[src/rtl/usbf_fifo_pkg.sv]
// rtl/usbf_fifo_pkg.sv - shared helpers and reset constants for the USB packet FIFO
package usbf_fifo_pkg;

   localparam logic RST_VALID = 1'b0;
   localparam logic RST_OVF   = 1'b0;
   localparam logic RST_EMPTY = 1'b1;

   function automatic int ptr_w(input int depth);
      return $clog2(depth) + 1;
   endfunction

   // Pointer distance a - b, wrapped to a pw-bit pointer space (modulo 2*DEPTH).
   function automatic logic [31:0] occ_diff(input logic [31:0] a, input logic [31:0] b,
                                            input int pw);
      logic [31:0] w_mask;
      w_mask = (32'd1 << pw) - 32'd1;
      return (a - b) & w_mask;
   endfunction

endpackage

[src/rtl/usbf_fifo_ram.sv]
// rtl/usbf_fifo_ram.sv - WIDTH x DEPTH storage, sync write, registered or combinational read
module usbf_fifo_ram #(
   parameter int WIDTH   = 8,
   parameter int DEPTH   = 64,
   parameter int OUT_REG = 1
) (
   input  logic                     clk,
   input  logic                     i_clr,
   input  logic                     i_we,
   input  logic [$clog2(DEPTH)-1:0] i_waddr,
   input  logic [WIDTH-1:0]         i_wdata,
   input  logic                     i_re,
   input  logic [$clog2(DEPTH)-1:0] i_raddr,
   output logic [WIDTH-1:0]         o_rdata
);

   logic [WIDTH-1:0] r_mem [DEPTH];

   always_ff @(posedge clk) begin
      if (i_we) begin
         r_mem[i_waddr] <= i_wdata;
      end
   end

   generate
      if (OUT_REG != 0) begin : g_reg
         logic [WIDTH-1:0] r_rdata;
         always_ff @(posedge clk) begin
            if (i_clr) begin
               r_rdata <= '0;
            end else if (i_re) begin
               r_rdata <= r_mem[i_raddr];
            end
         end
         assign o_rdata = r_rdata;
      end else begin : g_comb
         logic w_unused;
         assign w_unused = i_clr ^ i_re;
         assign o_rdata  = r_mem[i_raddr];
      end
   endgenerate

endmodule

[src/rtl/usbf_fifo_pkt.sv]
// rtl/usbf_fifo_pkt.sv - packet FIFO with commit/abort; optional rewind via USBF_FIFO_PKT_REWIND_EN
module usbf_fifo_pkt
   import usbf_fifo_pkg::*;
#(
   parameter int WIDTH   = 8,
   parameter int DEPTH   = 64,
   parameter int OUT_REG = 1,
   parameter int AF_LVL  = DEPTH - 4,
   parameter int AE_LVL  = 4
) (
   input  logic                   clk,
   input  logic                   rst_n,
   input  logic                   flush,
   input  logic                   w_en,
   input  logic [WIDTH-1:0]       din,
   input  logic                   w_commit,
   input  logic                   w_abort,
   input  logic                   r_en,
`ifdef USBF_FIFO_PKT_REWIND_EN
   input  logic                   r_mark,
   input  logic                   r_rewind,
`endif
   output logic [WIDTH-1:0]       dout,
   output logic                   valid,
   output logic                   empty,
   output logic                   full,
   output logic                   afull,
   output logic                   aempty,
   output logic [$clog2(DEPTH):0] level,
   output logic                   ovf
);

   localparam int AW = $clog2(DEPTH);
   localparam int PW = ptr_w(DEPTH);

   logic [PW-1:0] r_wr_ptr;
   logic [PW-1:0] r_wr_cmt;
   logic [PW-1:0] r_rd_ptr;
   logic [PW-1:0] w_rd_base;
   logic [PW-1:0] w_occ;
   logic [PW-1:0] w_level;
   logic [PW-1:0] w_wr_ptr_nx;
   logic [PW-1:0] w_rd_ptr_nx;
   logic          w_clr;
   logic          w_full;
   logic          w_empty;
   logic          w_wr_ok;
   logic          w_rd_ok;
   logic          w_rewind;
   logic          r_ovf;

   assign w_clr = !rst_n || flush;

   // Space is owned by the reader from rd_base on, so occupancy is measured from there.
   assign w_occ   = PW'(occ_diff(32'(r_wr_ptr), 32'(w_rd_base), PW));
   assign w_level = PW'(occ_diff(32'(r_wr_cmt), 32'(r_rd_ptr), PW));
   assign w_full  = (w_occ == PW'(DEPTH));
   assign w_empty = (r_wr_cmt == r_rd_ptr);

   assign w_wr_ok     = w_en && !w_full;
   assign w_rd_ok     = r_en && !w_empty && !w_rewind;
   assign w_wr_ptr_nx = r_wr_ptr + {{(PW-1){1'b0}}, w_wr_ok};
   assign w_rd_ptr_nx = r_rd_ptr + {{(PW-1){1'b0}}, w_rd_ok};

`ifdef USBF_FIFO_PKT_REWIND_EN
   logic [PW-1:0] r_rd_base;

   assign w_rewind  = r_rewind;
   assign w_rd_base = r_rd_base;

   always_ff @(posedge clk) begin
      if (w_clr) begin
         r_rd_base <= '0;
      end else if (!r_rewind && r_mark) begin
         r_rd_base <= w_rd_ptr_nx;
      end
   end
`else
   assign w_rewind  = 1'b0;
   assign w_rd_base = r_rd_ptr;
`endif

   always_ff @(posedge clk) begin
      if (w_clr) begin
         r_wr_ptr <= '0;
         r_wr_cmt <= '0;
         r_rd_ptr <= '0;
         r_ovf    <= RST_OVF;
      end else begin
         r_ovf <= w_en && w_full;
         // Abort beats commit; a write in the abort cycle is thrown away with the rest.
         if (w_abort) begin
            r_wr_ptr <= r_wr_cmt;
         end else begin
            r_wr_ptr <= w_wr_ptr_nx;
            if (w_commit) begin
               r_wr_cmt <= w_wr_ptr_nx;
            end
         end
         r_rd_ptr <= w_rewind ? w_rd_base : w_rd_ptr_nx;
      end
   end

   usbf_fifo_ram #(
      .WIDTH   (WIDTH),
      .DEPTH   (DEPTH),
      .OUT_REG (OUT_REG)
   ) u_ram (
      .clk     (clk),
      .i_clr   (w_clr),
      .i_we    (w_wr_ok && !w_clr),
      .i_waddr (r_wr_ptr[AW-1:0]),
      .i_wdata (din),
      .i_re    (w_rd_ok && !w_clr),
      .i_raddr (r_rd_ptr[AW-1:0]),
      .o_rdata (dout)
   );

   generate
      if (OUT_REG != 0) begin : g_valid_reg
         logic r_valid;
         always_ff @(posedge clk) begin
            if (w_clr) begin
               r_valid <= RST_VALID;
            end else begin
               r_valid <= w_rd_ok;
            end
         end
         assign valid = r_valid;
      end else begin : g_valid_comb
         assign valid = w_rd_ok;
      end
   endgenerate

   assign empty  = w_empty;
   assign full   = w_full;
   assign afull  = (w_occ >= PW'(AF_LVL));
   assign aempty = (w_level <= PW'(AE_LVL));
   assign level  = w_level;
   assign ovf    = r_ovf;

endmodule

[config.mk]
export PLATFORM = sky130hd
export DESIGN_NAME = usbf_fifo_pkt
export DESIGN_NICKNAME = d
export VERILOG_FILES = /design/src/rtl/usbf_fifo_pkg.sv /design/src/rtl/usbf_fifo_ram.sv /design/src/rtl/usbf_fifo_pkt.sv
export SDC_FILE = /design/constraint.sdc
export NUM_CORES = 1
export LEC_CHECK = 0
export BUFFER_PORTS_ARGS = -buffer_cell sky130_fd_sc_hd__buf_2
export CORE_ASPECT_RATIO = 2
export CORE_MARGIN = 2
export CORE_UTILIZATION = 32
export DETAILED_ROUTE_END_ITERATION = 8
export MAX_ROUTING_LAYER = met4
export SYNTH_ARGS = -nofsm -noshare
export SYNTH_HDL_FRONTEND = slang
export SYNTH_HIERARCHICAL = 1
export SYNTH_SLANG_ARGS = --single-unit
[constraint.sdc]
create_clock -name clk -period 4.2 [get_ports clk]
set_input_delay 0 -clock clk [delete_from_list [all_inputs] [get_ports clk]]
set_output_delay 0 -clock clk [all_outputs]
set_load 0.1 [all_outputs]
# --- Word level (Yosys, flattened, before mapping) ---
# Memory sizes are Yosys's and may differ from the RTL's. A register that Yosys moved wholly into a read port is not among the register bits.
# Cells that the tools add are included.
totals:
  ff_bits: 23
  ram_bits: 512
  in_bits: 15
  output_inout_bits: 21
  word_cells: 29
  n_memories: 1
mem_list:
  columns: ["name", "words", "width", "read_ports", "rd_clocked_by_memory_dff", "write_ports", "line", "source"]
  rows:
  - ["u_ram.r_mem", 64, 8, 1, 1, 1, "usbf_fifo_ram.sv:17", "logic [WIDTH-1:0] r_mem [DEPTH];"]
op_classes:
  addsub: 4
  magnitude_cmp: 2
  n_eq_ne: 2
  muxes: 3
  bitwise: 1
  reduce_logical: 11
ops:
  columns: ["cell", "count"]
  rows:
  - ["adder 7 x 1 -> 7 bit", 2]
  - ["subtractor 7 bit", 2]
  - ["== test 7 bit", 1]
  - ["== test 7 bit (second input constant)", 1]
  - [">= comparator 7 x 6 -> 1 bit (second input constant)", 1]
  - ["less-or-equal comparator 7 x 3 -> 1 bit (second input constant)", 1]
  - ["2-to-1 mux 7 bit", 1]
  - ["logical AND 1 bit", 5]
  - ["logical NOT 1 bit", 4]
  - ["2-to-1 mux 1 bit", 2]
  - ["AND reduction 2 bit", 1]
  - ["logical OR 1 bit", 1]
  - ["inverter 1 bit", 1]

# --- Longest topological paths before layout ---
logic_depth:
  word_depth: 7
  depth_mapped: 16
  depth_no_buf: 16

# --- Hierarchy ---
# Netlist, hierarchy kept.
by_module_without_submodules:
  columns: ["module", "n_inst", "cells_per_inst", "area_per_inst_um2", "seq_area_each_um2"]
  rows:
  - ["usbf_fifo_ram", 1, 1039, 20188.1, 15534.9]
  - ["usbf_fifo_pkt", 1, 183, 1506.4, 460.4]

# --- Least setup slack after synthesis ---
# Ideal clock, no wire load.
synth_path:
  path_kind: "register -> register"
  start: "reg r_rd_ptr[3]"
  end: "reg u_ram.g_reg.r_rdata[6] (netlist: u_ram/o_rdata[6]) (read register of u_ram.r_mem)"
  setup_ps: 122
  t_arrival_ps: 4278
  required_time_ps: 4078
  slack_ps: -199
  stages_incl_launch_ff: 10
  n_path_buf: 1
  period_less_slack_ps: 4399
  path_cell_list: "dfxtp_1 -> inv_1 -> ha_1 -> nand4_1 -> nor3_1 -> nor2b_1 -> and2_1 -> buf_1 -> nor3b_1 -> a221o_1"
synth_between:
  elab_chain_len: 4
synth_lines:
  columns: ["element", "line", "source"]
  rows:
  - ["from (decl)", "usbf_fifo_pkt.sv:38", "logic [PW-1:0] r_rd_ptr;"]
  - ["from (signal assigned)", "usbf_fifo_pkt.sv:100", "r_rd_ptr <= w_rewind ? w_rd_base : w_rd_ptr_nx;"]
  - ["== test 7 bit", "usbf_fifo_pkt.sv:58", "assign w_empty = (r_wr_cmt == r_rd_ptr);"]
  - ["via empty", "usbf_fifo_pkt.sv:25", "output logic empty,"]
  - ["logical NOT 1 bit", "usbf_fifo_pkt.sv:61", "assign w_rd_ok = r_en && !w_empty && !w_rewind;"]
  - ["logical AND 1 bit", "usbf_fifo_pkt.sv:61", null]
  - ["via w_rd_ok", "usbf_fifo_pkt.sv:48", "logic w_rd_ok;"]
  - ["logical AND 1 bit", "usbf_fifo_pkt.sv:114", ".i_re (w_rd_ok && !w_clr),"]
  - ["to (decl)", "usbf_fifo_ram.sv:27", "logic [WIDTH-1:0] r_rdata;"]
# The timed path passes the listed nets, and every way through them passes these cells.
# A chain may end at the register's enable or synchronous reset.

# --- Worst setup path after layout ---
layout_path:
  start: "reg r_rd_ptr[1]"
  end: "mem u_ram.r_mem[38][2] (enable)"
layout_between:
  elab_chain_len: 7
layout_lines:
  columns: ["element", "line", "source"]
  rows:
  - ["subtractor 7 bit", "usbf_fifo_pkg.sv:17", "return (a - b) & w_mask;"]
  - ["== test 7 bit", "usbf_fifo_pkt.sv:57", "assign w_full = (w_occ == PW'(DEPTH));"]
  - ["logical NOT 1 bit", "usbf_fifo_pkt.sv:60", "assign w_wr_ok = w_en && !w_full;"]
  - ["logical AND 1 bit", "usbf_fifo_pkt.sv:60", null]
  - ["logical AND 1 bit", "usbf_fifo_pkt.sv:111", ".i_we (w_wr_ok && !w_clr),"]
  - ["2-to-1 mux 1 bit", "usbf_fifo_ram.sv:20", "if (i_we) begin"]
  - ["2-to-1 mux 1 bit (not written as such)", "usbf_fifo_ram.sv:21", "r_mem[i_waddr] <= i_wdata;"]
  - ["to (decl)", "usbf_fifo_ram.sv:17", null]
# No other way between the ends.

==> impl_results.rst <==
.. list-table::
   :header-rows: 1

   * - Metric
     - Value
   * - Result of the run
     - completed
   * - Pin count of the biggest net entering global routing
     - about 120
   * - Terminating pin of the worst hold path
     - r_wr_cmt[4]
   * - Startpoint of the worst hold path
     - w_commit
   * - Final Routed Wirelength
     - about 50000 um
   * - Startpoint Class
     - flip-flop
   * - Largest cells by area after synthesis
     - sky130_fd_sc_hd__edfxtp_1 (71%), sky130_fd_sc_hd__mux2i_1 (6.0%), sky130_fd_sc_hd__mux4_2 (5.8%)
   * - Slew headroom
     - between 30% and 40%
   * - Number of nets at the end of the flow
     - 1380
   * - Global-route wire length before repair
     - between 70000 and 80000 um
   * - Sequential area share after synthesis
     - around 74%
   * - Endpoint kind of the worst setup timing path
     - flip-flop
   * - Leading area contributor after synthesis
     - sky130_fd_sc_hd__edfxtp_1
   * - Total of fill cells in the finished design
     - 6138
   * - Proportion of netlist area held by the largest area contributor
     - between 70 and 80%
   * - Number of vias per cell
     - 4.98
   * - Crit path arrival time
     - about 4.0 ns
   * - Overall die width
     - 188 um
   * - Antenna violations before repair
     - 0
   * - Number of maximum-capacitance constraint violations
     - 0
   * - Total buffers and inverters traversed by the critical path
     - 2
   * - Portion of the clock cycle consumed by the worst path in the final layout
     - 89.3%
   * - DRC errors left
     - 0
   * - Total area of sequential cells
     - approximately 16000 um^2
   * - Post-synthesis instance area
     - about 22000 um^2
   * - Proportion of layout cells with a drive suffix above 1
     - between 20 and 25%
   * - Power per unit of standard cell area
     - ~430 nW/um^2
   * - Number of H-tree branching levels
     - 2
   * - Min-delay worst type
     - in -> reg
   * - Via Count
     - approximately 11k
   * - Distinct cell type count after synthesis
     - between 40 and 50
   * - Highest ir drop seen on vdd
     - 0.373 mV
   * - Total GRT Usage
     - about 14%
   * - Crit Path Class
     - reg -> reg
   * - Total Power Consumption
     - 10700 uW
   * - Clock buffer count from CTS
     - 50
   * - Time the worst path needs with I/O delays and setup
     - approximately 3.7 ns
   * - Number of enable flip-flop cells after synthesis
     - 512
   * - Overflow left after global routing
     - 0
   * - Most frequent CP cell
     - sky130_fd_sc_hd__nor2b_1
   * - Tightest hold margin
     - between 0.05 and 0.06 ns
   * - Flop and latch count out of synthesis
     - about 540
   * - Highest cell delay on the worst timing path
     - approximately 0.55 ns
   * - Clock tree from TritonCTS
     - yes
   * - Worst flop-to-flop path endpoint
     - u_ram/r_mem[38][2]
   * - Number of standard cells in the final layout excluding fillers
     - 2278
   * - Cell breakdown of the critical path
     - inv_1 -> ha_1 -> nor2b_1 -> o211ai_2 -> a21oi_2 -> or3_4 -> a211oi_4 -> nor2_2 -> nor2b_1 -> nand3_1 -> nor2_1 -> buf_4
   * - Post-route ant nets
     - 0
   * - Core region area
     - around 67000 um^2
   * - Required time of the critical path
     - around 4.5 ns
   * - Multi-input logic area
     - 5370 um^2
   * - Routability Congestion
     - slightly below 0.8
   * - Number of cells produced by synthesis
     - 1222
   * - List of most frequent post-synthesis cells
     - sky130_fd_sc_hd__edfxtp_1 (512), sky130_fd_sc_hd__mux2i_1 (130), sky130_fd_sc_hd__nor2_1 (104)
   * - Number of failing hold endpoints at the final stage
     - 0
   * - Slowest cell on the critical path
     - sky130_fd_sc_hd__dfxtp_1
   * - Yosys synthesis warning count
     - 6
   * - IO Count
     - 36
   * - Flip-flop cell with the highest count after synthesis
     - sky130_fd_sc_hd__edfxtp_1
   * - Initial Utilization
     - 32.2%
   * - CTS Root Buffer Type
     - sky130_fd_sc_hd__clkbuf_16
   * - Mean Syn Cell Area
     - roughly 18 um^2
   * - Total iterations of the first detailed-routing run
     - 5
   * - Total die area
     - around 70000 um^2
   * - Vertical die dimension
     - 372 um
   * - Non-Filler Cell Area, Final
     - 25100 um^2
   * - Number of nets in the synthesized netlist
     - between 1k and 1.5k
   * - Slew Limit Fails
     - 0
   * - Count of antenna diodes in the layout
     - 0
   * - Via count of the first global-routing pass
     - 11.3k
   * - Clock sink total
     - ~540
   * - Num rows
     - about 140
   * - Count of input and output buffers
     - 35
   * - Cell Area, Placed
     - 23500 um^2
   * - Worst Max-Slew Pin Slew
     - 1.04 ns
   * - Clock transition at the registers of the reported paths
     - roughly 0.070 ns
   * - Static Leakage
     - just under 0.008 uW
   * - Sum of negative setup slack
     - 0 ns
   * - Async S/R FF share, synth
     - 0%
   * - Synth-to-Final Area Change
     - 15.7%
   * - Clock Skews
     - between 0.02 and 0.025 ns
   * - Cell count after placement
     - between 2k and 2.5k
   * - Highest achievable clock rate
     - around 270 MHz
   * - Worst hold stages
     - 4
   * - Reg2Reg Depth
     - 12
   * - Routed wire per std cell
     - 21.6 um
   * - Post-detail-place hpwl
     - just under 30000 um
   * - Worst Path Max Fanout
     - 10
   * - First-iteration detailed-routing DRC count
     - ~1.1k
   * - Buffers inserted during post-CTS setup optimization
     - 0
   * - Cell with the most instances after synthesis
     - sky130_fd_sc_hd__edfxtp_1
   * - Startpoint of the most critical register-to-register path
     - r_rd_ptr[1]
   * - Maximum buffer depth of the clock tree
     - 3
   * - Setup repair after global routing missed its margin
     - no
   * - Clk Latency, worst-skew pair
     - roughly 0.58 ns
   * - R2r setup slk
     - about 0.45 ns
   * - Family with the most delay on the worst path
     - simple AND/OR/NAND/NOR gates
   * - Final setup viols
     - 0
[worst register-to-register path, stage by stage, from the launching register on]
cell and delay [ns]:
sky130_fd_sc_hd__dfxtp_1 0.55, sky130_fd_sc_hd__inv_1 0.14, sky130_fd_sc_hd__ha_1 0.31, sky130_fd_sc_hd__nor2b_1 0.24, sky130_fd_sc_hd__o211ai_2 0.13, sky130_fd_sc_hd__a21oi_2 0.23
sky130_fd_sc_hd__or3_4 0.18, sky130_fd_sc_hd__a211oi_4 0.07, sky130_fd_sc_hd__nor2_2 0.35, sky130_fd_sc_hd__nor2b_1 0.36, sky130_fd_sc_hd__nand3_1 0.45, sky130_fd_sc_hd__nor2_1 0.29
sky130_fd_sc_hd__buf_4 0.17
[final cells by class]
| cell class | instances | area share [%] |
|---|---|---|
| repair buffers | 140 | 3.95 |
| clock inverters | 26 | 0.847 |
| well taps | 890 | 4.44 |
| multi-input cells | 601 | 21.4 |
| clock buffers | 66 | 5.43 |
| inverters | 12 | 0.179 |
| flip-flops and latches | 543 | 63.8 |
[sequential cells by signal, indices dropped and copies added, names as in the netlist]
register	flops
ovf	1
u_ram/r_mem	512
r_wr_cmt	7
u_ram/o_rdata	8
valid	1
r_rd_ptr	7
r_wr_ptr	7
[routing by layer]
layer	wire [um]	global-route usage, %	part of all wire (%)
met5	0	-	0
met4	1010	3.59	2.0
met1	21500	19.1	44
met3	2800	1.85	5.7
met2	24000	23.5	49
[worst max path at each step]
stage	from	endpoint	cells past startpoint
after floorplan	r_rd_ptr[2]	aempty	8
after global placement	r_rd_ptr[1]	u_ram/r_mem[38][4]	12
after detailed placement	r_rd_ptr[1]	u_ram/r_mem[38][2]	12
after CTS	r_rd_ptr[1]	u_ram/r_mem[38][5]	12
after global routing	r_rd_ptr[1]	u_ram/r_mem[38][4]	12
final	r_rd_ptr[1]	u_ram/r_mem[38][2]	12
[repair_timing]
action / in CTS / in global routing
hold buffers: 6 / 0
setup endpoints to repair: 0 / 48
gates resized for setup: 0 / 1
hold endpoints to repair: 11 / 0
[placed cells by master (no fill, tap or decap), types with 3 or more instances in the layout]
cell type	instances
sky130_fd_sc_hd__mux2i_1	130
sky130_fd_sc_hd__inv_1	12
sky130_fd_sc_hd__nor3_1	7
sky130_fd_sc_hd__a211oi_1	5
sky130_fd_sc_hd__clkinv_1	6
sky130_fd_sc_hd__clkbuf_8	3
sky130_fd_sc_hd__dfxtp_1	29
sky130_fd_sc_hd__and2_1	5
sky130_fd_sc_hd__ha_1	16
sky130_fd_sc_hd__clkinv_2	13
sky130_fd_sc_hd__dlygate4sd3_1	6
sky130_fd_sc_hd__clkbuf_16	51
sky130_fd_sc_hd__nand4_1	19
sky130_fd_sc_hd__nor2_2	4
sky130_fd_sc_hd__xor2_1	10
sky130_fd_sc_hd__and3_1	4
sky130_fd_sc_hd__edfxtp_1	512
sky130_fd_sc_hd__clkinv_4	3
sky130_fd_sc_hd__clkbuf_1	12
sky130_fd_sc_hd__nand3_1	44
sky130_fd_sc_hd__nand2_1	15
sky130_fd_sc_hd__mux4_1	8
sky130_fd_sc_hd__nor2b_1	11
sky130_fd_sc_hd__bufinv_16	3
sky130_fd_sc_hd__o21ai_0	4
sky130_fd_sc_hd__xnor2_1	9
sky130_fd_sc_hd__mux4_2	56
sky130_fd_sc_hd__nand2b_1	3
sky130_fd_sc_hd__nor3b_1	9
sky130_fd_sc_hd__a21oi_1	9
sky130_fd_sc_hd__nor2_1	100
sky130_fd_sc_hd__buf_4	98
sky130_fd_sc_hd__a22oi_1	96
sky130_fd_sc_hd__a221o_1	8
sky130_fd_sc_hd__buf_2	35
[cells by family (layout without fill, tap and decap cells)]
family / count (synthesis) / in the layout / synth area share, %
flops: 543 / 543 / 73.7
simple gates: 237 / 237 / 5.31
mux: 194 / 194 / 12.8
compound gates: 132 / 132 / 4.61
buf+inv: 78 / 244 / 1.71
xor+xnor: 21 / 21 / 0.848
fa+ha+maj: 17 / 17 / 1.02
[where the power goes]
part	switching, uW	internal (uW)	total, uW
clock network	1910	2470	4380
logic	304	92.2	396
registers	4.51	5920	5920
total	2220	8480	10700
[through the flow]
stage               setup slack, ns  util [%]
global route                  0.114      37.2
CTS                           0.309      37.2
global placement              0.415      34.8
finish                        0.451      37.2
floorplan                    0.0281         -
detailed placement            0.316      34.8
No activity file was read; power rests on OpenSTA's default activity.
